--- src/rtl/block_serializer.sv ---
// block_serializer
//   Pops one 128-bit block from the plaintext FIFO and streams it as 16 bytes
//   over a valid/ready byte channel, most significant byte first. byte_first
//   marks byte 0 of each block; block_done pulses for one cycle after the
//   last byte is accepted.
//
//   Optional feature macro: BLOCK_SER_PARITY_EN adds byte_par (odd parity
//   of byte_out).
//
// Ports
//   clk         in   system clock, rising edge
//   rst_n       in   asynchronous active-low reset
//   en          in   permission to start a new block
//   fifo_data   in   128-bit FIFO read data, valid the cycle after fifo_pop
//   fifo_empty  in   FIFO empty flag
//   fifo_pop    out  single-cycle FIFO read request
//   byte_out    out  current byte
//   byte_valid  out  byte_out is valid
//   byte_ready  in   sink accepts the byte when byte_valid && byte_ready
//   byte_first  out  high with byte 0 of each block
//   block_done  out  one-cycle pulse after byte 15 is accepted
//   byte_par    out  odd parity of byte_out (BLOCK_SER_PARITY_EN only)
module block_serializer #(
  parameter int unsigned BYTES = 16
) (
  input  logic         clk,
  input  logic         rst_n,
  input  logic         en,
  input  logic [127:0] fifo_data,
  input  logic         fifo_empty,
  output logic         fifo_pop,
  output logic [7:0]   byte_out,
  output logic         byte_valid,
  input  logic         byte_ready,
  output logic         byte_first,
  output logic         block_done
`ifdef BLOCK_SER_PARITY_EN
  ,
  output logic         byte_par
`endif
);

  typedef enum logic [1:0] {
    S_IDLE,
    S_WAIT,
    S_SEND,
    S_DONE
  } state_t;

  state_t       state_q, state_d;
  logic [127:0] shreg_q, shreg_d;
  logic [3:0]   cnt_q,   cnt_d;

  // State register
  always_ff @(posedge clk or negedge rst_n) begin
    if (!rst_n) begin
      state_q <= S_IDLE;
      shreg_q <= '0;
      cnt_q   <= '0;
    end else begin
      state_q <= state_d;
      shreg_q <= shreg_d;
      cnt_q   <= cnt_d;
    end
  end

  // Next-state logic
  always_comb begin
    state_d = state_q;
    shreg_d = shreg_q;
    cnt_d   = cnt_q;
    unique case (state_q)
      S_IDLE: begin
        if (en && !fifo_empty) state_d = S_WAIT;
      end
      S_WAIT: begin
        shreg_d = fifo_data;
        cnt_d   = '0;
        state_d = S_SEND;
      end
      S_SEND: begin
        if (byte_ready) begin
          shreg_d = {shreg_q[119:0], 8'h00};
          // 4-bit counter wraps 15->0 on the final handshake
          cnt_d   = cnt_q + 4'd1;
          if (cnt_q == 4'(BYTES - 1)) state_d = S_DONE;
        end
      end
      S_DONE: begin
        state_d = S_IDLE;
      end
      default: begin
        state_d = S_IDLE;
      end
    endcase
  end

  // Outputs decoded from registered state; byte_ready reaches outputs only
  // through state. fifo_pop is qualified by rst_n so a queued block is not
  // requested while reset is held.
  always_comb begin
    fifo_pop   = rst_n && (state_q == S_IDLE) && en && !fifo_empty;
    byte_valid = (state_q == S_SEND);
    byte_out   = shreg_q[127:120];
    byte_first = (state_q == S_SEND) && (cnt_q == 4'd0);
    block_done = (state_q == S_DONE);
  end

`ifdef BLOCK_SER_PARITY_EN
  always_comb begin
    byte_par = ~^shreg_q[127:120];
  end
`endif

endmodule

--- config.mk ---
export PLATFORM = sky130hd
export DESIGN_NAME = block_serializer
export DESIGN_NICKNAME = d
export VERILOG_FILES = /design/src/rtl/block_serializer.sv
export SDC_FILE = /design/constraint.sdc
export NUM_CORES = 1
export LEC_CHECK = 0
export CAP_MARGIN = 30
export CORE_MARGIN = 2
export CORE_UTILIZATION = 50
export CTS_CLUSTER_SIZE = 14
export DETAILED_ROUTE_END_ITERATION = 16
export PLACE_DENSITY = 0.89
export SYNTH_ARGS = -nofsm -noshare
export SYNTH_HDL_FRONTEND = slang
export SYNTH_SLANG_ARGS = --single-unit
--- constraint.sdc ---
create_clock -name clk -period 5.1 [get_ports clk]
set_clock_uncertainty 0.05 [all_clocks]
set_input_delay 1.02 -clock clk [delete_from_list [all_inputs] [get_ports clk]]
set_output_delay 1.02 -clock clk [all_outputs]
set_load 0.03 [all_outputs]
==> impl_metrics.tcl, run 1 <==
set metrics [dict create \
    power.density_nw_per_um2 614 \
    net-switching-power_w 0.00187 \
    layout_min_cycle_time_ps 3630 \
    synth_top_family_by_area "multiplexers" \
    critPathLaunchType "flip-flop" \
    p_int_w 0.00317 \
    clock_power_share_pct 22.4 \
    clock-root-buffer "clkbuf_16" \
    cts_hold_buf 0 \
    area_delta_synth_final_pct 32.6 \
    io-pin-count 145 \
    synth_compound_area_share_pct 11.8 \
    post-cts-setup-buffers 0 \
    drt_first_pass_iters 4 \
    hpwl_um 9440 \
    status "completed" \
    die_w_um 115 \
    power.share.sequential_pct 37.2 \
    pwr-share-comb_pct 40.4 \
    timing.fmax_mhz 276 \
    hp-class "flip-flop to flip-flop" \
    critPathKind "flip-flop to primary output" \
    grt_pass1_wl_um 22600 \
    first_iter_violations 385 \
    cts_tree "built" \
    yosysMostFrequentCell "dfrtp_1" \
    synth.area.top_cells "dfrtp_1, mux2i_1, o21ai_0" \
    synth_edf_count 0 \
    synth_xor_area_share_pct 0 \
    synthSimpleGateAreaFrac_pct 8.25 \
    arrival_ps 2560 \
    vias 4631 \
    route.detailed.drc 0 \
    fin_util_pct 68.0 \
    fin_setup_tns_ps 0 \
    wl_um 13900 \
    tightest_slew_ps 869 \
    ys_seq_area_share_pct 54.2 \
    netlist.area_leader.share_pct 54.2 \
    grt_util_all_layers_pct 21.9 \
    grt-ovfl-total 0 \
    power_w 0.00504 \
    cp_data_required_time_ps 4030 \
    insertedDiodeCount 0 \
    rr_worst_depth 5 \
    synthFlopType "dfrtp_1" \
    async_flop_share_pct 100 \
    rsz0062_at_grt "false" \
    drv_cap 0 \
    design.core.area_um2 12100 \
    postSynthNetCount 728 \
    antenna_found_initial 0 \
    yosysUniqueCellTypes 22 \
    ant_nets 0 \
    synthAdderAreaFrac_pct 1.42 \
    grt_max_degree 121 \
    port_buffers 144 \
    die_h_um 115 \
    hold_path_depth 2 \
    drive_gt1_share_pct 4.90 \
    fin_ws_ps 1470 \
    slew-limit-headroom_pct 42.1 \
    synth_warnings 0 \
    syn_area_um2 6190 \
    p_leak_nw 3.57 \
    fin_crit_sh_pct 71.1 \
    synth_area_per_cell_um2 10.5 \
    syn_inst 588 \
    cts_made_buffers 17 \
    synthMuxAreaShare_pct 19.8 \
    timing.hold.ws_ps 427 \
    ys_ff_latch 134 \
    yosys.area.top_type "dfrtp_1" \
    hold_violations 0 \
    cp_max_fo 29 \
    finalNetCount 846 \
    cts_buffer_depth 2 \
    htreeDepth 4 \
    die_area_um2 13300 \
    synthTopCellsByCount "dfrtp_1, nand2_1, o21ai_0, mux2i_1, buf_2" \
    cp-end-kind "primary output" \
    start_util_pct 51.3 \
    cts_resized 0 \
    gp_congestion 0.809 \
    via_per_inst 5.24 \
    pre_cts_slack_ps 1620 \
    switching_share_pct 37.0 \
    peakVddDrop_uv 323 \
    avgRoutedWirePerCell_um 15.7 \
    cts.reportedPaths.clkPinSlew_ps 50 \
    setup_viol 0 \
    clkLatencyLatePin_ps 400 \
    num_rows 40 \
    cts_sinks 134 \
    grt_pass1_vias 4793 \
    final_max_slew_viol_count 0 \
]
power groups by stage:
| stage | Combinational, W | Clock, W | Sequential [W] |
|---|---|---|---|
| 2_1_floorplan | 0.00163 | 0 | 0.00178 |
| 5_1_grt | 0.00230 | 0.00119 | 0.00193 |
| 3_3_place_gp | 0.00192 | 0 | 0.00186 |
| 6_report | 0.00204 | 0.00113 | 0.00187 |
| 3_5_place_dp | 0.00205 | 0 | 0.00188 |
| 4_1_cts | 0.00207 | 0.00114 | 0.00187 |
area by class of cell:
| cell class | count | area, um^2 |
|---|---|---|
| clock inverter | 4 | 47.5 |
| clock buffer | 24 | 492 |
| multi-input combinational | 398 | 2570 |
| sequential | 134 | 3350 |
| inverter | 5 | 18.8 |
| timing repair buffer | 150 | 1510 |
| tap | 168 | 210 |
| fill | 909 | 3860 |
layer usage:
metal  wire length [um]  vias to the layer above  track usage (%)
met5                  0                        -                0
met4                240                        0             8.11
li1                   -                     2251                -
met3                625                       20             4.32
met1               6010                     2221             27.5
met2               6980                      139             37.6
sequential cells by signal, summed over array words and instances (netlist names):
name / flops
shreg_q: 128
cnt_q: 4
state_q: 2
final timing paths:
| path | start | slack (ps) | to |
|---|---|---|---|
| max | state_q[0]$_DFFE_PN0P_ | 1470 | byte_first |
| min | shreg_q[66]$_DFFE_PN0P_ | 430 | shreg_q[66]$_DFFE_PN0P_ |
| min in group asynchronous | rst_n | 540 | shreg_q[126]$_DFFE_PN0P_ |
| min reg2reg | shreg_q[66]$_DFFE_PN0P_ | 430 | shreg_q[66]$_DFFE_PN0P_ |
| max reg2reg | state_q[0]$_DFFE_PN0P_ | 2450 | shreg_q[1]$_DFFE_PN0P_ |
| max in group asynchronous | rst_n | 3130 | shreg_q[66]$_DFFE_PN0P_ |
critical path, stage by stage (launching register included):
cell and delay [ps]:
dfrtp_1 390, inv_1 170, ha_4 500, nand2_1 100, nor3_1 250, clkdlybuf4s50_1 730
metrics by stage:
step | std cells | area (um^2)
6_report | 883 | 8200
5_1_grt | 883 | 8200
4_1_cts | 883 | 8200
3_5_place_dp | 855 | 7660
3_3_place_gp | 854 | 7630
2_1_floorplan | 588 | 6190
cells in the final DEF (no fill, tap or decap):
master | synthesis | routed
mux2i_1 | 121 | 120
or3_1 | 2 | 2
ha_4 | 0 | 1
mux2i_4 | 0 | 1
nand4_1 | 1 | 1
clkbuf_16 | 0 | 17
clkdlybuf4s50_1 | 0 | 143
nor2b_1 | 1 | 1
mux2_2 | 1 | 1
clkbuf_1 | 12 | 3
nand3_1 | 1 | 1
o21ai_0 | 123 | 123
nand2_1 | 124 | 124
clkbuf_8 | 0 | 4
dfrtp_1 | 134 | 134
nor2_1 | 1 | 1
a21oi_1 | 3 | 3
inv_1 | 5 | 5
a32o_1 | 1 | 1
buf_6 | 0 | 1
ha_1 | 7 | 6
buf_16 | 0 | 1
a22o_1 | 9 | 9
nor3_1 | 1 | 1
a211oi_1 | 1 | 1
clkinv_2 | 0 | 2
bufinv_16 | 0 | 1
buf_4 | 11 | 5
clkinvlp_4 | 0 | 1
nand2b_1 | 1 | 1
logic make-up (layout without fill, tap and decap cells):
| family | count (synthesis) | after routing |
|---|---|---|
| DFF | 134 | 134 |
| buffers and inverters | 56 | 183 |
| AOI/OAI and AO/OA | 137 | 137 |
| muxes | 122 | 122 |
| adders and majority gates | 7 | 7 |
| and+or+nand+nor | 132 | 132 |
Note: power is estimated with default switching activity, not from simulation.
==> inputs of run 2 (changes only) <==
==> constraint.sdc (replaced) <==
create_clock -name clk -period 3.67 [get_ports clk]
set_clock_uncertainty 0.05 [all_clocks]
set_input_delay 0.734 -clock clk [delete_from_list [all_inputs] [get_ports clk]]
set_output_delay 0.734 -clock clk [all_outputs]
set_load 0.03 [all_outputs]
==> run 2 against run 1 <==
Effect of this change:
- sequential share of layout area rose by 0.14 points
- sequential power rose by 39%
- combinational power rose by 38%
- wire length decreased by 0.88%
- register-to-register slack worse by 1700 ps
- worst hold slack got worse by 1.4 ps
- via count fell by 0.48%
- final cell count rose by 0.57%
- non-clock buffer count increased by 1
==> impl_metrics.tcl, run 2 (synthesis gave the netlist of run 1 again) <==
set metrics [dict create \
    die_h_um 115 \
    io-pin-count 145 \
    fin_ws_ps 759 \
    fin_crit_sh_pct 79.3 \
    drive_gt1_share_pct 4.72 \
    hold_violations 0 \
    rsz0062_at_grt "false" \
    grt_util_all_layers_pct 21.9 \
    final_cell_mix "clkdlybuf4s50_1, dfrtp_1, nand2_1" \
    final_max_slew_viol_count 0 \
    cts_buffer_depth 2 \
    pre_cts_slack_ps 775 \
    p_leak_nw 3.56 \
    crit_cells 6 \
    num_rows 40 \
    tightest_slew_ps 913 \
    insertedDiodeCount 0 \
    cts.reportedPaths.clkPinSlew_ps 60 \
    top_regs "shreg_q (128), cnt_q (4), state_q (2)" \
    wl_um 13700 \
    cts_sinks 134 \
    max_stage_delay_ps 650 \
    r2r_slack_ps 760 \
    first_iter_violations 302 \
    via_per_inst 5.19 \
    crit_slowest_cell "buf_4" \
    grt_max_degree 140 \
    grt_pass1_wl_um 22500 \
    hp-class "input port to async pin" \
    layout_min_cycle_time_ps 2910 \
    vias 4609 \
    ant_nets 0 \
    setup_viol 0 \
    cts_resized 0 \
    grt-ovfl-total 0 \
    drv_cap 0 \
    fin_setup_tns_ps 0 \
    antenna_found_initial 0 \
    hpwl_um 9520 \
    largest_reg_flops 128 \
    slew-limit-headroom_pct 39.1 \
    timing.fmax_mhz 344 \
    clock-root-buffer "clkbuf_16" \
    cp_data_required_time_ps 3880 \
    design.core.area_um2 12100 \
    clkLatencyLatePin_ps 410 \
    path_buf_inv 3 \
    gp_congestion 0.810 \
    top_register "shreg_q" \
    route.detailed.drc 0 \
    cts_hold_buf 0 \
    drt_first_pass_iters 4 \
    start_util_pct 51.3 \
    finalNetCount 847 \
    power_w 0.00687 \
    rr_endpoint "shreg_q[74]$_DFFE_PN0P_" \
    finalInstanceArea_um2 8170 \
    path_delay_family "buffers and inverters" \
    status "completed" \
    avgRoutedWirePerCell_um 15.5 \
    post-cts-setup-buffers 0 \
    critPathLaunchType "flip-flop" \
    area_delta_synth_final_pct 32.1 \
    critPathKind "flip-flop to flip-flop" \
    power.density_nw_per_um2 840 \
    cp-end-kind "flip-flop" \
    placed_area_um2 7670 \
    rr_worst_depth 6 \
    htreeDepth 4 \
    die_area_um2 13300 \
    crit_chain "inv_1 > ha_4 > buf_4 > mux2i_4 > buf_12 > o21ai_0" \
    die_w_um 115 \
    cp_max_fo 139 \
    grt_pass1_vias 4769 \
    r2r-start "state_q[0]$_DFFE_PN0P_" \
    arrival_ps 3120 \
    peakVddDrop_uv 457 \
    final_common_cell "clkdlybuf4s50_1" \
    cts_tree "built" \
    port_buffers 144 \
    cts_made_buffers 17 \
]
-- run 2: worst register-to-register path: cells and delay by family, from the launching register on --
| family | cells | cell delay (ps) |
|---|---|---|
| buffers and inverters | 3 | 1210 |
| adders and majority gates | 1 | 180 |
| DFF | 1 | 400 |
| muxes | 1 | 590 |
| AOI/OAI and AO/OA | 1 | 330 |
-- run 2: area by class of cell --
cell class | instances | area, um^2
fill | 907 | 3890
sequential | 134 | 3350
multi-input combinational | 398 | 2570
timing repair buffer | 151 | 1520
clock buffer | 27 | 473
tap | 168 | 210
clock inverter | 5 | 25.0
inverter | 5 | 18.8
-- run 2: worst max path at each step --
stage | startpoint | to | slack, ps
2_1_floorplan | state_q[0]$_DFFE_PN0P_ | byte_first | 680
3_3_place_gp | fifo_empty | fifo_pop | 810
3_5_place_dp | fifo_empty | fifo_pop | 770
4_1_cts | state_q[0]$_DFFE_PN0P_ | byte_first | 740
5_1_grt | state_q[0]$_DFFE_PN0P_ | shreg_q[83]$_DFFE_PN0P_ | 570
6_report | state_q[0]$_DFFE_PN0P_ | shreg_q[74]$_DFFE_PN0P_ | 760
-- run 2: metal layers --
metal,track usage (%),vias to the layer above,part of all wire [%]
li1,-,2261,-
met3,4.96,17,4.8
met5,0,-,0
met1,27.4,2207,43
met2,37.2,124,50
met4,8.19,0,1.6
-- run 2: where the power goes --
group	switching (W)	internal, W
clock	0.000579	0.000874
sequential	0.000393	0.00220
combinational	0.00161	0.00121
total	0.00258	0.00429
-- run 2: per-stage QoR --
step	hold WS [ps]	instances	utilization (%)
after global placement	411	856	63.6
after floorplan	388	588	-
after detailed placement	420	856	63.6
after CTS	432	888	67.8
final	425	888	67.8
after global routing	450	888	67.8
==> inputs of run 3 (changes only) <==
==> constraint.sdc (replaced) <==
create_clock -name clk -period 2.75 [get_ports clk]
set_clock_uncertainty 0.05 [all_clocks]
set_input_delay 0.55 -clock clk [delete_from_list [all_inputs] [get_ports clk]]
set_output_delay 0.55 -clock clk [all_outputs]
set_load 0.03 [all_outputs]
==> run 3 against run 2 <==
Effect of this change:
- combinational power rose by 35%
- largest power group unchanged
- wire length rose by 2.1%
- clock power rose by 64%
==> impl_metrics.tcl, run 3 (synthesis gave the netlist of run 1 again) <==
set metrics [dict create \
    grt_max_degree 147 \
    avgRoutedWirePerCell_um 15.8 \
    r2r-start "state_q[0]$_DFFE_PN0P_" \
    rr_endpoint "shreg_q[80]$_DFFE_PN0P_" \
    r2r_slack_ps 440 \
    antenna_found_initial 0 \
    die_w_um 115 \
    tightest_slew_ps 887 \
    ant_nets 0 \
    finalNonFillerCells 889 \
    timing.fmax_mhz 399 \
    cts.reportedPaths.clkPinSlew_ps 60 \
    cts_made_buffers 17 \
    cp_max_fo 5 \
    top_regs "shreg_q (128), cnt_q (4), state_q (2)" \
    wl_um 14000 \
    post-cts-setup-buffers 0 \
    final_common_cell "clkdlybuf4s50_1" \
    start_util_pct 51.3 \
    port_buffers 144 \
    timing.hold.ws_ps 261 \
    arrival_ps 1910 \
    largest_reg_flops 128 \
    hpwl_um 9700 \
    vias 4647 \
    final_cell_mix "clkdlybuf4s50_1, dfrtp_1, nand2_1" \
    clkLatencyLatePin_ps 410 \
    grt_pass1_vias 4759 \
    hp-class "input port to async pin" \
    fillers 856 \
    design.core.area_um2 12100 \
    grt_util_all_layers_pct 22.1 \
    die_h_um 115 \
    p_leak_nw 3.65 \
    num_rows 40 \
    critPathKind "flip-flop to primary output" \
    cts_buffer_depth 2 \
    power.density_nw_per_um2 1160 \
    fin_ws_ps 241 \
    grt-ovfl-total 0 \
    peakVddDrop_uv 713 \
    rsz0062_at_grt "false" \
    top_register "shreg_q" \
    gp_congestion 0.817 \
    insertedDiodeCount 0 \
    setup_viol 0 \
    cp_data_required_time_ps 2150 \
    cts_tree "built" \
    via_per_inst 5.23 \
    hold_violations 0 \
    dp.cells 857 \
    critPathLaunchType "flip-flop" \
    grt_pass1_wl_um 22500 \
    cp-end-kind "primary output" \
    drive_gt1_share_pct 5.83 \
    finalNetCount 848 \
    slew-limit-headroom_pct 40.9 \
    drt_first_pass_iters 4 \
    fin_setup_tns_ps 0 \
    rr_worst_depth 6 \
    io-pin-count 145 \
    first_iter_violations 285 \
    pre_cts_slack_ps 467 \
    fin_crit_sh_pct 91.2 \
    area_delta_synth_final_pct 34.6 \
    clock-root-buffer "clkbuf_16" \
    htreeDepth 4 \
    route.detailed.drc 0 \
    die_area_um2 13300 \
    status "completed" \
    cts_sinks 134 \
    layout_min_cycle_time_ps 2510 \
    drv_cap 0 \
    power_w 0.00967 \
    final_max_slew_viol_count 0 \
]
run 3: cell types whose count changed in the layout (fill, tap and decap cells not counted), moves of 2 or more:
cell,before,now
clkinv_2,5,2
clkbuf_8,1,3
clkbuf_1,9,4
clkinvlp_4,0,2
bufinv_16,0,4
clkdlybuf4s50_1,143,141
run 3: area by class of cell:
type / instances / area, um^2 / area share (%)
Sequential cell: 134 / 3350 / 40.3
Multi-Input combinational cell: 398 / 2580 / 31.0
Timing Repair Buffer: 152 / 1540 / 18.5
Clock buffer: 24 / 482 / 5.79
Tap cell: 168 / 210 / 2.52
Clock inverter: 8 / 145 / 1.74
Inverter: 5 / 18.8 / 0.225
run 3: worst max-delay path: stages, from the launching register on:
cell             delay (ps)
dfrtp_1                 400
inv_1                   170
ha_4                    200
clkdlybuf4s50_1         720
run 3: timing repair:
item,in CTS,in global routing
hold buffers,0,0
resized for setup,0,1
setup endpoints to repair,0,1
run 3: report_power, final:
part	total [W]	internal (W)	switching, W
clock network	0.00238	0.00159	0.000792
logic	0.00381	0.00165	0.00217
registers	0.00347	0.00293	0.000539
total	0.00967	0.00617	0.00350
run 3: per-layer routing:
metal,vias up,share of wire (%),track usage (%)
met5,-,0,0
met4,0,1.7,8.43
met3,22,6.7,7.27
met1,2238,41,26.5
li1,2260,-,-
met2,127,50,37.1
run 3: how the worst max path moves through the flow:
stage / startpoint / to / slack, ps
after detailed placement: state_q[0]$_DFFE_PN0P_ / shreg_q[95]$_DFFE_PN0P_ / 470
after CTS: state_q[0]$_DFFE_PN0P_ / byte_first / 50
after global placement: state_q[0]$_DFFE_PN0P_ / byte_first / 560
final: state_q[0]$_DFFE_PN0P_ / byte_valid / 240
after floorplan: state_q[0]$_DFFE_PN0P_ / byte_first / 190
after global routing: state_q[0]$_DFFE_PN0P_ / byte_valid / 160
run 3: through the flow:
step                      utilization [%]  cell area (um^2)
final                                69.0              8330
after global routing                 69.0              8330
after CTS                            69.0              8320
after detailed placement             63.8              7700
after global placement               63.8              7700
after floorplan                         -              6190
